===== config.mk =====
export PLATFORM = sky130hd
export DESIGN_NAME = conv8_ctrl
export DESIGN_NICKNAME = d
export VERILOG_FILES = /design/src/rtl/conv8_ctrl.sv
export SDC_FILE = /design/constraint.sdc
export NUM_CORES = 1
export LEC_CHECK = 0
export ABC_AREA = 1
export CORE_MARGIN = 2
export CORE_UTILIZATION = 37
export CTS_CLUSTER_DIAMETER = 80
export DETAILED_ROUTE_END_ITERATION = 6
export PLACE_DENSITY_LB_ADDON = 0.3
export SETUP_SLACK_MARGIN = 0.02
export SKIP_LAST_GASP = 1
export SYNTH_ARGS = -nofsm -noshare
export SYNTH_HDL_FRONTEND = slang
export SYNTH_SLANG_ARGS = --single-unit

===== constraint.sdc =====
create_clock -name clk -period 2.75 [get_ports clk]
set_clock_uncertainty 0.1 [all_clocks]
set_input_delay 0.275 -clock clk [delete_from_list [all_inputs] [get_ports clk]]
set_output_delay 0.275 -clock clk [all_outputs]
set_load 0.01 [all_outputs]

===== src/rtl/conv8_ctrl.sv =====
// conv8_ctrl: tile sequencer for the 8-row 3x3 convolution core.
//
// Accepts a tile command. Fetches three weight columns and n_cols pixel columns from
// single-cycle-latency buffers and feeds them to the core. Keeps core_en high through the
// pipeline drain, tags each valid output column with res_valid/res_idx, and ends each tile
// with a one-cycle done pulse. err is raised together with done on an illegal n_cols or an
// abort.
//
// Ports:
//   clk, rst           clock (rising edge), asynchronous active-high reset
//   start, n_cols      tile request and its column count (sampled when idle)
//   abort              terminate the running tile
//   busy, done, err    tile status
//   w_rd, w_addr       weight buffer read strobe / column index; w_rdata returns a cycle later
//   x_rd, x_addr       feature buffer read strobe / column index; x_rdata returns a cycle later
//   core_en            core enable
//   core_r, core_f     core pixel / weight inputs, zero when no read returned this cycle
//   res_valid, res_idx core sums hold output column res_idx
module conv8_ctrl #(
  parameter int unsigned WIDTH    = 8,
  parameter int unsigned MAX_COLS = 64,
  parameter int unsigned COL_W    = $clog2(MAX_COLS + 1),
  parameter int unsigned CORE_LAT = 3
) (
  input  logic                 clk,
  input  logic                 rst,
  input  logic                 start,
  input  logic [COL_W-1:0]     n_cols,
  input  logic                 abort,
  output logic                 busy,
  output logic                 done,
  output logic                 err,
  output logic                 w_rd,
  output logic [1:0]           w_addr,
  input  logic [3*WIDTH-1:0]   w_rdata,
  output logic                 x_rd,
  output logic [COL_W-1:0]     x_addr,
  input  logic [8*WIDTH-1:0]   x_rdata,
  output logic                 core_en,
  output logic [8*WIDTH-1:0]   core_r,
  output logic [3*WIDTH-1:0]   core_f,
  output logic                 res_valid,
  output logic [COL_W-1:0]     res_idx
);

  // The tile cycle counter must reach n_cols + CORE_LAT + 2.
  localparam int unsigned CYC_W = $clog2(MAX_COLS + CORE_LAT + 3);

  typedef enum logic [1:0] {StIdle, StRun, StDrain} state_e;

  state_e             state_q, state_d;
  logic [CYC_W-1:0]   cyc_q, cyc_d;
  logic [COL_W-1:0]   n_q, n_d;
  logic               busy_q, busy_d;
  logic               done_q, done_d;
  logic               err_q, err_d;
  logic               w_rd_q, w_rd_d;
  logic [1:0]         w_addr_q, w_addr_d;
  logic               x_rd_q, x_rd_d;
  logic [COL_W-1:0]   x_addr_q, x_addr_d;
  logic               core_en_q, core_en_d;
  logic               res_valid_q, res_valid_d;
  logic [COL_W-1:0]   res_idx_q, res_idx_d;
  // Read-returned flags: buffer data is valid in the cycle after a strobe.
  logic               x_vld_q, x_vld_d;
  logic               w_vld_q, w_vld_d;

  logic               legal;
  logic [CYC_W-1:0]   cyc_nx;
  logic [CYC_W-1:0]   n_ext;
  logic [CYC_W-1:0]   end_cyc;

  assign legal   = (n_cols >= COL_W'(3)) && (n_cols <= COL_W'(MAX_COLS));
  assign cyc_nx  = cyc_q + CYC_W'(1);
  assign n_ext   = CYC_W'(n_q);
  assign end_cyc = n_ext + CYC_W'(CORE_LAT + 2);

  // Registered outputs for the next cycle are derived from the next tile-cycle index cyc_nx.
  always_comb begin
    state_d     = state_q;
    cyc_d       = cyc_q;
    n_d         = n_q;
    busy_d      = 1'b0;
    done_d      = 1'b0;
    err_d       = 1'b0;
    w_rd_d      = 1'b0;
    w_addr_d    = '0;
    x_rd_d      = 1'b0;
    x_addr_d    = '0;
    core_en_d   = 1'b0;
    res_valid_d = 1'b0;
    res_idx_d   = res_valid_q ? res_idx_q + COL_W'(1) : res_idx_q;
    x_vld_d     = x_rd_q;
    w_vld_d     = w_rd_q;

    unique case (state_q)
      StIdle: begin
        if (start) begin
          if (legal) begin
            state_d   = StRun;
            n_d       = n_cols;
            cyc_d     = CYC_W'(1);
            busy_d    = 1'b1;
            x_rd_d    = 1'b1;
            w_rd_d    = 1'b1;
            res_idx_d = '0;
          end else begin
            done_d = 1'b1;
            err_d  = 1'b1;
          end
        end
      end
      StRun, StDrain: begin
        if (abort) begin
          // Kill data returning from reads already in flight as well.
          state_d = StIdle;
          done_d  = 1'b1;
          err_d   = 1'b1;
          x_vld_d = 1'b0;
          w_vld_d = 1'b0;
        end else if (cyc_nx == end_cyc) begin
          state_d = StIdle;
          done_d  = 1'b1;
        end else begin
          cyc_d       = cyc_nx;
          busy_d      = 1'b1;
          core_en_d   = 1'b1;
          x_rd_d      = (cyc_nx <= n_ext);
          w_rd_d      = (cyc_nx <= CYC_W'(3));
          x_addr_d    = x_rd_d ? cyc_q[COL_W-1:0] : '0;
          w_addr_d    = w_rd_d ? cyc_q[1:0] : 2'd0;
          res_valid_d = (cyc_nx >= CYC_W'(CORE_LAT + 4)) &&
                        (cyc_nx <= n_ext + CYC_W'(CORE_LAT + 1));
          state_d     = x_rd_d ? StRun : StDrain;
        end
      end
      default: state_d = StIdle;
    endcase
  end

  always_ff @(posedge clk or posedge rst) begin
    if (rst) begin
      state_q     <= StIdle;
      cyc_q       <= '0;
      n_q         <= '0;
      busy_q      <= 1'b0;
      done_q      <= 1'b0;
      err_q       <= 1'b0;
      w_rd_q      <= 1'b0;
      w_addr_q    <= '0;
      x_rd_q      <= 1'b0;
      x_addr_q    <= '0;
      core_en_q   <= 1'b0;
      res_valid_q <= 1'b0;
      res_idx_q   <= '0;
      x_vld_q     <= 1'b0;
      w_vld_q     <= 1'b0;
    end else begin
      state_q     <= state_d;
      cyc_q       <= cyc_d;
      n_q         <= n_d;
      busy_q      <= busy_d;
      done_q      <= done_d;
      err_q       <= err_d;
      w_rd_q      <= w_rd_d;
      w_addr_q    <= w_addr_d;
      x_rd_q      <= x_rd_d;
      x_addr_q    <= x_addr_d;
      core_en_q   <= core_en_d;
      res_valid_q <= res_valid_d;
      res_idx_q   <= res_idx_d;
      x_vld_q     <= x_vld_d;
      w_vld_q     <= w_vld_d;
    end
  end

  assign busy      = busy_q;
  assign done      = done_q;
  assign err       = err_q;
  assign w_rd      = w_rd_q;
  assign w_addr    = w_addr_q;
  assign x_rd      = x_rd_q;
  assign x_addr    = x_addr_q;
  assign core_en   = core_en_q;
  assign res_valid = res_valid_q;
  assign res_idx   = res_idx_q;
  assign core_r    = x_vld_q ? x_rdata : '0;
  assign core_f    = w_vld_q ? w_rdata : '0;

endmodule


==> flow_summary.ini, run 1 <==
[run_status]
run_status = finished, final reports clean

[worst_setup_path]
worstPathMaxFanout = 9
timing.critical_path.arrival_ns = 2.65
rrSetupSlack_ns = 0.25
timing.critical_path.to = state_q[0]$_DFFE_PP0P_
endpoint_kind = flop
worstSetupPathType = flop to flop
crit_path_start_kind = flop
timing.critical_path.from = cyc_q[1]$_DFFE_PP0P_
crit-reg2reg-launch = cyc_q[1]$_DFFE_PP0P_
timing.rr.end = state_q[0]$_DFFE_PP0P_
critPathRequiredTime_ns = 2.90
r2r.worst_path.cells = 13

[grt]
vias_in_the_first_global_route = 3606
total_congestion_overflow_after_global_routing = 0
gr_usage_total_pct = 23.8
grt_start_max_net_pins = 42
first_pass_grt_wire_length_um = 18200
grt_antenna_before_repair = 1

[drt]
detail_route.wirelength_um = 11600
drc_errors = 0
drtAntennaViolNets = 0
first_pass_iters = 4
avgViaCountPerCell = 4.45
detailroute.via_count = 3798
avgRoutedWirePerCell_um = 13.6
detailedRoute.firstIterationViolations = 168

[synth]
synth.avg_cell_area_sq_um = 6.13
synth_nets = 651
syn-instance-count = 536
yosysWarningCount = 0
netlist-cell-type-count = 34
ys_ff_latch = 41
syn_area_sq_um = 3290
seq_area_frac_synth_pct = 31.2

[floorplan]
placementRows = 34
floorplan.io_pins = 210
floorplan.die.height_um = 98.3
floorplan_die_area_sq_um = 9660
initial_core_util_pct = 37.9
placeableCoreArea_sq_um = 8680
die_w_um = 98.3

[timing]
slew-limit-headroom_pct = 57.7
setup_repair_after_global_routing_missed_its_margin = no
max_freq_mhz = 400
period_minus_slack_ns = 2.50
tightestPinTransition_ns = 0.635
finalSetupViolCount = 0
min_period_over_period_pct = 90.8
slew_violations = 0
fin_setup_tns_ns = 0
hold_viol = 0
timing.final.ws_setup_ns = 0.252

[final_layout]
finalNetCount = 860
layout-drive-gt1-share_pct = 6.17
fillers = 762
multi_input_comb_area_sq_um = 1650
area_growth_pct = 70.8
final-instance-count-excl-fill = 854
final-seq-area_sq_um = 1030
insertedDiodeCount = 0
final_core_util_pct = 64.7

[clock_network]
cts.clk_slew.worst_paths_ns = 0.08
worst_skew_pair.late_latency_ns = 0.31
clock_tree.htree_level_count = 2
postCtsSetupRepairBufs = 0
cts.root.buffer_cell = sky130_fd_sc_hd__clkbuf_8
cts_tree = done
max-clock-path-buffers = 2
cts.sinks = 41
number_of_buffers_inserted_during_clock_tree_synthesis = 5

[placed_design]
place_worst_setup_slack_ns = 0.0236
port-buffer-count = 209
place.detailed.hpwl_um = 9850
gp_congestion = 0.933
dp_cells = 846

[pwr]
power_density_normalized_to_cell_area_nw_per_um2 = 729
finalPower_mw = 4.10
peakVddDrop_mv = 0.448
leakage_nw = 3.22

[job]
maximum_capacitance_violations = 0

[min_path]
worst_hold_path_type = input port to async pin
## synthesized netlist by cell type, drive strengths merged
library cell	count	area (sq um)
o22ai	1	6.26
o21bai	1	7.51
xnor2	2	17.5
buf	4	28.8
nand4	6	52.6
nor2	34	143
nand3	18	100
o21ai	19	106
ha	16	200
inv	146	548
nor3	4	20.0
a21boi	1	7.51
xor2	8	77.6
o211ai	1	7.51
dfrtp	41	1030
a31o	1	8.76
or2	2	12.5
nor3b	2	15.0
a21o	1	7.51
clkbuf	11	41.3
a21oi	12	60.1
nand2	205	795
## cell type report
class | count | share of cell area [%]
sequential | 41 | 18.4
tap | 108 | 2.41
clock buffer | 7 | 1.72
inverter | 146 | 9.76
clock inverter | 1 | 0.0891
multi-input combinational | 334 | 29.3
timing repair buffer | 217 | 38.3
## stage by stage
| step | area, sq um | hold WS (ns) |
|---|---|---|
| final | 5620 | 0.295 |
| after global routing | 5620 | 0.365 |
| after CTS | 5610 | 0.324 |
| after detailed placement | 5510 | 0.392 |
| after global placement | 5510 | 0.391 |
| after floorplan | 3290 | 0.334 |
## cells in the final DEF (no fill, tap or decap), types with 2 or more instances in the layout
master                            synthesis  final
sky130_fd_sc_hd__a21oi_1                 12     12
sky130_fd_sc_hd__buf_4                    1      8
sky130_fd_sc_hd__clkbuf_8                 0      7
sky130_fd_sc_hd__clkdlybuf4s50_1          0    209
sky130_fd_sc_hd__dfrtp_1                 41     36
sky130_fd_sc_hd__dfrtp_2                  0      5
sky130_fd_sc_hd__ha_1                    16     15
sky130_fd_sc_hd__inv_1                  144    144
sky130_fd_sc_hd__inv_2                    2      2
sky130_fd_sc_hd__nand2_1                197    197
sky130_fd_sc_hd__nand2_2                  7      7
sky130_fd_sc_hd__nand3_1                 16     16
sky130_fd_sc_hd__nand3_2                  2      2
sky130_fd_sc_hd__nand4_1                  5      5
sky130_fd_sc_hd__nor2_1                  30     30
sky130_fd_sc_hd__nor2_2                   3      3
sky130_fd_sc_hd__nor3_1                   4      4
sky130_fd_sc_hd__nor3b_1                  2      2
sky130_fd_sc_hd__o21ai_0                 13     12
sky130_fd_sc_hd__o21ai_1                  3      4
sky130_fd_sc_hd__o21ai_2                  3      3
sky130_fd_sc_hd__or2_2                    2      2
sky130_fd_sc_hd__xnor2_1                  2      2
sky130_fd_sc_hd__xor2_1                   7      7
## power by group
group	switching [mW]	internal [mW]
Clock	0.216	0.227
Combinational	1.41	1.27
Sequential	0.224	0.757
Total	1.85	2.25
## how the worst min path moves through the flow
stage | from | to | slack [ns] | cells after the start
2_1_floorplan | n_cols[5] | n_ext[5]$_DFFE_PP0P_ | 0.33 | 2
3_3_place_gp | w_rd$_DFF_PP0_ | w_vld_q$_DFF_PP0_ | 0.39 | 2
3_5_place_dp | w_rd$_DFF_PP0_ | w_vld_q$_DFF_PP0_ | 0.39 | 2
4_1_cts | rst | x_addr[3]$_DFF_PP0_ | 0.32 | 3
5_1_grt | rst | x_addr[2]$_DFF_PP0_ | 0.37 | 3
6_report | rst | x_addr[3]$_DFF_PP0_ | 0.30 | 3
## flip-flops by register name, summed over array words and instances, names as in the netlist
register and count:
busy 1, core_en 1, cyc_q 7, done 1
err 1, n_ext 7, res_idx 7, res_valid 1
state_q 2, w_addr 2, w_rd 1, w_vld_q 1
x_addr 7, x_rd 1, x_vld_q 1
## worst max-delay path: stages, from the launching register on
cell and delay (ns):
sky130_fd_sc_hd__dfrtp_2 0.45, sky130_fd_sc_hd__ha_2 0.29, sky130_fd_sc_hd__nand2_2 0.09, sky130_fd_sc_hd__nand2_2 0.06
sky130_fd_sc_hd__nand2_2 0.05, sky130_fd_sc_hd__ha_1 0.28, sky130_fd_sc_hd__a21oi_1 0.14, sky130_fd_sc_hd__a21boi_0 0.18
sky130_fd_sc_hd__o21ai_0 0.11, sky130_fd_sc_hd__o21ai_1 0.25, sky130_fd_sc_hd__nand3_2 0.24, sky130_fd_sc_hd__nand2_2 0.11
sky130_fd_sc_hd__nand2_1 0.05, sky130_fd_sc_hd__nand2_1 0.05
## metal layers
layer	vias up	routed length (um)	global-route usage, %
li1	1963	-	-
met1	1666	5140	31.5
met2	151	5260	38.5
met3	18	1030	7.37
met4	0	190	5.69
met5	-	0	0
## cells by family (layout without fill, tap and decap cells)
family,after synthesis,in the layout,share of synthesized area (%)
xor+xnor,10,10,2.89
fa+ha+maj,16,16,6.09
flops,41,41,31.2
compound gates,37,37,6.43
simple gates,271,271,34.6
buf+inv,161,371,18.8
## timing repair
item / in CTS / in global routing
endpoints found under the setup margin: 2 / 9
gates resized for setup: 1 / 5
hold buffers: 0 / 0
No activity file was read; power rests on OpenSTA's default activity.
==> run 2: changes to the inputs <==
Settings changed: HOLD_SLACK_MARGIN set to 0.03.
==> results of run 2 <==
No change in the layout: final DEF, timing and power equal those of run 1.
==> RTL change 1 (config.mk and constraints of run 1) <==
Register the input `w_rdata` before use. The logic sees it one clock later. The other inputs are not delayed to match. Comments in the files are not updated.
--- a/src/rtl/conv8_ctrl.sv
+++ b/src/rtl/conv8_ctrl.sv
@@ -47,6 +47,12 @@
   localparam int unsigned CYC_W = $clog2(MAX_COLS + CORE_LAT + 3);
 
   typedef enum logic [1:0] {StIdle, StRun, StDrain} state_e;
+
+  logic [3*WIDTH-1:0] w_rdata_q;
+
+  always_ff @(posedge clk) begin
+    w_rdata_q <= w_rdata;
+  end
 
   state_e             state_q, state_d;
   logic [CYC_W-1:0]   cyc_q, cyc_d;
@@ -185,7 +191,7 @@
   assign res_valid = res_valid_q;
   assign res_idx   = res_idx_q;
   assign core_r    = x_vld_q ? x_rdata : '0;
-  assign core_f    = w_vld_q ? w_rdata : '0;
+  assign core_f    = w_vld_q ? w_rdata_q : '0;
 
 endmodule
 
Behaviour: not the same (a bounded check fails within 4 cycles, from zero or initial values and one cycle with rst high).
==> RTL change 1 against run 1 <==
Area after synthesis rose by 15%. Non-clock buffer count fell by 2. Design area rose by 11%. Count of clock-buffer cells in the layout rose by 3. Synthesized cell count rose by 4.7%. Combinational power rose by 7.5%. Total power rose by 24%. Sequential power rose by 38%. Largest cell class unchanged. Highest routed layer unchanged. Sequential share of layout area rose by 5.8 points. Critical path type unchanged. Sequential cell count rose by 24. Routed wire length rose by 8.3%. Worst setup slack improved by 0.044 ns.
==> RTL change 1: results (changes against run 1) <==
metric,value,unit,change
cp.arrival,2.61,ns,-0.04 ns
clk_latency,0.35,ns,+0.04 ns
grt_usage,22.0,%,-1.8 points
clk_pin_slew_worst_paths,0.09,ns,
antenna_cells,0,,unchanged
place_area,0.00603,mm2,+9.4%
cts_setup_buffers,0,,unchanged
multi_input_area,0.00166,mm2,+0.61%
largest_register_ffs,24,,
tightest_slew,0.857,ns,+0.222 ns
fill_cells,851,,+12%
routedWlPerCell,13.8,um,+1.7%
grt_pass1_wl,19000,um,+4.1%
antenna_left,0,,unchanged
grtUsageMet2,38.6,%,+0.16 points
cts-root-buf,clkbuf_8,,
use_met3,6.18,%,-1.2 points
cts_buffer_depth,2,,unchanged
vias,3938,,+3.7%
syn_nets,676,,+3.8%
ys_top_cells_by_area,"dfrtp_1 (27%), nand2_1 (18%), inv_1 (14%)",,
portBuffers,209,,unchanged
synth_cell_types,33,,-2.9%
nNetsFinal,886,,+3.0%
yosys_warnings,0,,unchanged
crit_fanout,9,,unchanged
ys.flop_type,dfrtp_1,,
cts_inserted_buffers,9,,+4
tns,0,ns,unchanged
antenna_found_initial,0,,-1
place_ws,0.223,ns,+0.199 ns
status,"complete, no violations",,
p_leak,3.45,nW,+7.1%
ys_seq_area_share,39.7,%,+8.5 points
largest-register,w_rdata_q,,
drt_iter0_drc,281,,+67%
async_flop_share,63.1,%,-37 points
ir_worst_vdd,493,uV,+10%
grt_max_degree,41,,-2.4%
grtUsageMet1,26.4,%,-5.1 points
synth_common_cells,"nand2_1 (185), inv_1 (146), dfrtp_1 (41), nor2_1 (28), nand3_1 (25)",,
gp_congestion,0.920,,-1.3%
drive_gt1_share,6.70,%,+0.53 points
hold_path_class,in2reg,,
grt_pass1_vias,3704,,+2.7%
cts_max_level,3,,+1
drt_pre_antenna_iters,4,,unchanged
hpwlAfterDp,10600,um,+7.6%
==> RTL change 1: layer usage <==
metal / up-vias / wire (um)
met4: 0 / 192
met3: 14 / 873
met5: - / 0
met1: 1762 / 5260
li1: 2046 / -
met2: 116 / 6260
==> RTL change 1: metrics by stage <==
stage                     instances  total power, W
after global placement          893         0.00421
after detailed placement        893         0.00425
after CTS                       909         0.00510
final                           909         0.00506
after floorplan                 561         0.00298
after global routing            909         0.00547
==> RTL change 1: layout make-up <==
cell class | instances | area share [%]
repair buffers | 215 | 34.5
clock buffers | 10 | 2.39
flip-flops and latches | 65 | 24.2
well taps | 133 | 2.67
multi-input cells | 334 | 26.6
clock inverters | 6 | 0.863
inverters | 146 | 8.79
==> RTL change 1: where the power goes <==
group | leakage, nW | internal (W) | total [W] | switching (W)
combinational | 2.61 | 0.00135 | 0.00287 | 0.00152
clock | 0.101 | 0.000399 | 0.000836 | 0.000436
sequential | 0.741 | 0.00113 | 0.00136 | 0.000233
total | 3.45 | 0.00288 | 0.00506 | 0.00219
==> RTL change 1: final timing paths <==
| path | from | to | slack [ns] | cells past startpoint |
|---|---|---|---|---|
| worst max-delay path | cyc_q[0] | state_q[0] | 0.30 | 18 |
| worst min-delay path | w_rdata[19] | w_rdata_q[19] | 0.26 | 1 |
| worst max register to register | cyc_q[0] | state_q[0] | 0.30 | 18 |
| worst min register to register | w_rd | w_vld_q | 0.40 | 2 |
| max in group asynchronous | rst | cyc_q[0] | 1.56 | 3 |
| min in group asynchronous | rst | state_q[0] | 0.29 | 2 |
==> RTL change 1: logic make-up (layout without fill, tap and decap cells) <==
| family | Yosys count | count (layout) | synth area share (%) |
|---|---|---|---|
| xor gates and xnor gates | 7 | 7 | 1.62 |
| and+or+nand+nor | 274 | 274 | 31.3 |
| DFF | 65 | 65 | 39.7 |
| adders and majority gates | 16 | 16 | 5.28 |
| AOI/OAI and AO/OA | 37 | 37 | 5.41 |
| buffers and inverters | 162 | 377 | 16.7 |
==> RTL change 1: repair_timing <==
action	in CTS	in global routing
setup endpoints to repair	0	4
gates resized for setup	0	2
hold endpoints to repair	0	0
==> RTL change 1: critical path, cell delays in order (launching register included) <==
cell     delay (ns)
dfrtp_2        0.41
ha_2           0.23
nand2_2        0.09
nor2_4         0.16
nand2_2        0.07
nand2_1        0.07
nand2_2        0.09
ha_1           0.30
nand2_1        0.06
nor2_1         0.12
nand2_1        0.07
inv_1          0.05
nand2_1        0.05
nand2_1        0.08
nand2_1        0.09
nand3_4        0.15
nand2_1        0.06
nand2_1        0.05
nand2_1        0.05
==> RTL change 2 (settings of run 1) <==
Made on the original files. Change the parameter `WIDTH` from 8 to 6.
--- a/src/rtl/conv8_ctrl.sv
+++ b/src/rtl/conv8_ctrl.sv
@@ -17,7 +17,7 @@
 //   core_r, core_f     core pixel / weight inputs, zero when no read returned this cycle
 //   res_valid, res_idx core sums hold output column res_idx
 module conv8_ctrl #(
-  parameter int unsigned WIDTH    = 8,
+  parameter int unsigned WIDTH    = 6,
   parameter int unsigned MAX_COLS = 64,
   parameter int unsigned COL_W    = $clog2(MAX_COLS + 1),
   parameter int unsigned CORE_LAT = 3
Interface: changed (resized core_f, core_r, w_rdata and x_rdata); port bits go from 210 to 166. The function was not compared with the original's and may differ.
==> RTL change 2 against run 1 <==
Critical path depth increased by 2. Clock power is 13% higher. Worst setup slack better by 0.059 ns. Sequential cell count stayed put. Area after synthesis shrank 5.1%. Routed wire length shrank 20%. Design area is 11% lower. Total power is 1.8% lower. Critical endpoint unchanged. Largest cell class unchanged.
==> RTL change 2: results (changes against run 1) <==
metric,value,unit,change
routedWlPerCell,12.2,um,-10%
drt_iter0_drc,113,,-33%
grt_max_degree,49,,+17%
p_leak,2.82,nW,-12%
drive_gt1_share,5.95,%,-0.22 points
place_area,0.00485,mm2,-12%
status,"complete, no violations",,
hpwlAfterDp,7680,um,-22%
nNetsFinal,748,,-13%
holdWs,0.315,ns,+0.0196 ns
ys_top_cells_by_area,"dfrtp_1 (33%), nand2_1 (22%), inv_1 (15%)",,
gp_congestion,0.876,,-6.0%
async_flop_share,100,%,unchanged
drt_pre_antenna_iters,5,,+1
fill_cells,756,,-0.79%
grt_pass1_vias,2980,,-17%
portBuffers,165,,-21%
grt_usage,19.1,%,-4.8 points
clk_latency,0.29,ns,-0.02 ns
cts_inserted_buffers,5,,unchanged
synth_common_cells,"nand2_1 (181), inv_1 (124), dfrtp_1 (41), nor2_1 (29)",,
ys_seq_area_share,32.9,%,+1.7 points
syn_nets,585,,-10%
grt_pass1_wl,14000,um,-23%
rrSetupSlack,0.31,ns,+0.06 ns
tightest_slew,0.530,ns,-0.105 ns
ir_worst_vdd,429,uV,-4.2%
crit_family,adder cells,,
vias_per_cell,4.40,,-0.96%
antenna_found_initial,0,,-1
## RTL change 2: final timing paths
check                                   to  cells past startpoint  startpoint
worst min register to register     x_vld_q                      2        x_rd
min in group clk                   x_vld_q                      2        x_rd
worst max-delay path            state_q[0]                     15    cyc_q[0]
max in group asynchronous         cyc_q[0]                      3         rst
worst min-delay path             w_addr[1]                      3         rst
worst max register to register  state_q[0]                     15    cyc_q[0]
## RTL change 2: layout make-up
| class | instances | area, um2 | share of cell area, % |
|---|---|---|---|
| Tap cell | 105 | 131 | 2.63 |
| Clock buffer | 7 | 86.3 | 1.73 |
| Multi-Input combinational cell | 310 | 1550 | 31.0 |
| Inverter | 127 | 477 | 9.55 |
| Timing Repair Buffer | 170 | 1690 | 33.8 |
| Clock inverter | 1 | 30.0 | 0.602 |
| Sequential cell | 41 | 1030 | 20.6 |
## RTL change 2: worst reg2reg max path, cell delays in order (launching register included)
cell	delay (ns)
dfrtp_2	0.45
inv_1	0.12
ha_1	0.35
inv_1	0.09
ha_1	0.29
inv_1	0.04
o21bai_1	0.17
a21oi_1	0.09
nand2_1	0.06
nand3_1	0.06
nand2_1	0.08
nand2_1	0.07
nand3_2	0.18
nand2_1	0.07
nand2_1	0.06
nand2_1	0.05
## RTL change 2: what timing repair did
item,CTS,global route
setup endpoints to repair,0,9
setup buffers,0,2
hold endpoints to repair,0,0
resized for setup,0,4
## RTL change 2: per-stage QoR
step / worst slack (ns) / util, % / power (W) / instances
global route: 0.0262 / 61.1 / 0.00440 / 761
floorplan: 0.497 / - / 0.00253 / 492
CTS: 0.170 / 60.8 / 0.00401 / 759
detailed placement: 0.191 / 59.4 / 0.00350 / 751
global placement: 0.265 / 59.4 / 0.00345 / 751
finish: 0.310 / 61.1 / 0.00402 / 761
## RTL change 2: per-layer routing
layer | part of all wire [%] | vias to the layer above | global-route usage, %
li1 | - | 1758 | -
met1 | 43 | 1496 | 25.5
met2 | 50 | 94 | 33.1
met3 | 6.6 | 4 | 3.68
met4 | 0.31 | 0 | 2.02
met5 | 0 | - | 0
## RTL change 2: cell families after synthesis
| group | count (synthesis) | share of synthesized area [%] |
|---|---|---|
| AND/OR/NAND/NOR | 251 | 34.0 |
| buffers and inverters | 141 | 17.6 |
| flip-flops | 41 | 32.9 |
| XOR/XNOR | 10 | 3.05 |
| AO/OA/AOI/OAI | 33 | 6.09 |
| adder cells (fa/ha/maj) | 16 | 6.42 |
## RTL change 2: power by group
| part | internal, W | switching, W | total, W |
|---|---|---|---|
| combinational | 0.00116 | 0.00140 | 0.00256 |
| clock | 0.000296 | 0.000205 | 0.000501 |
| sequential | 0.000766 | 0.000192 | 0.000958 |
| total | 0.00222 | 0.00180 | 0.00402 |
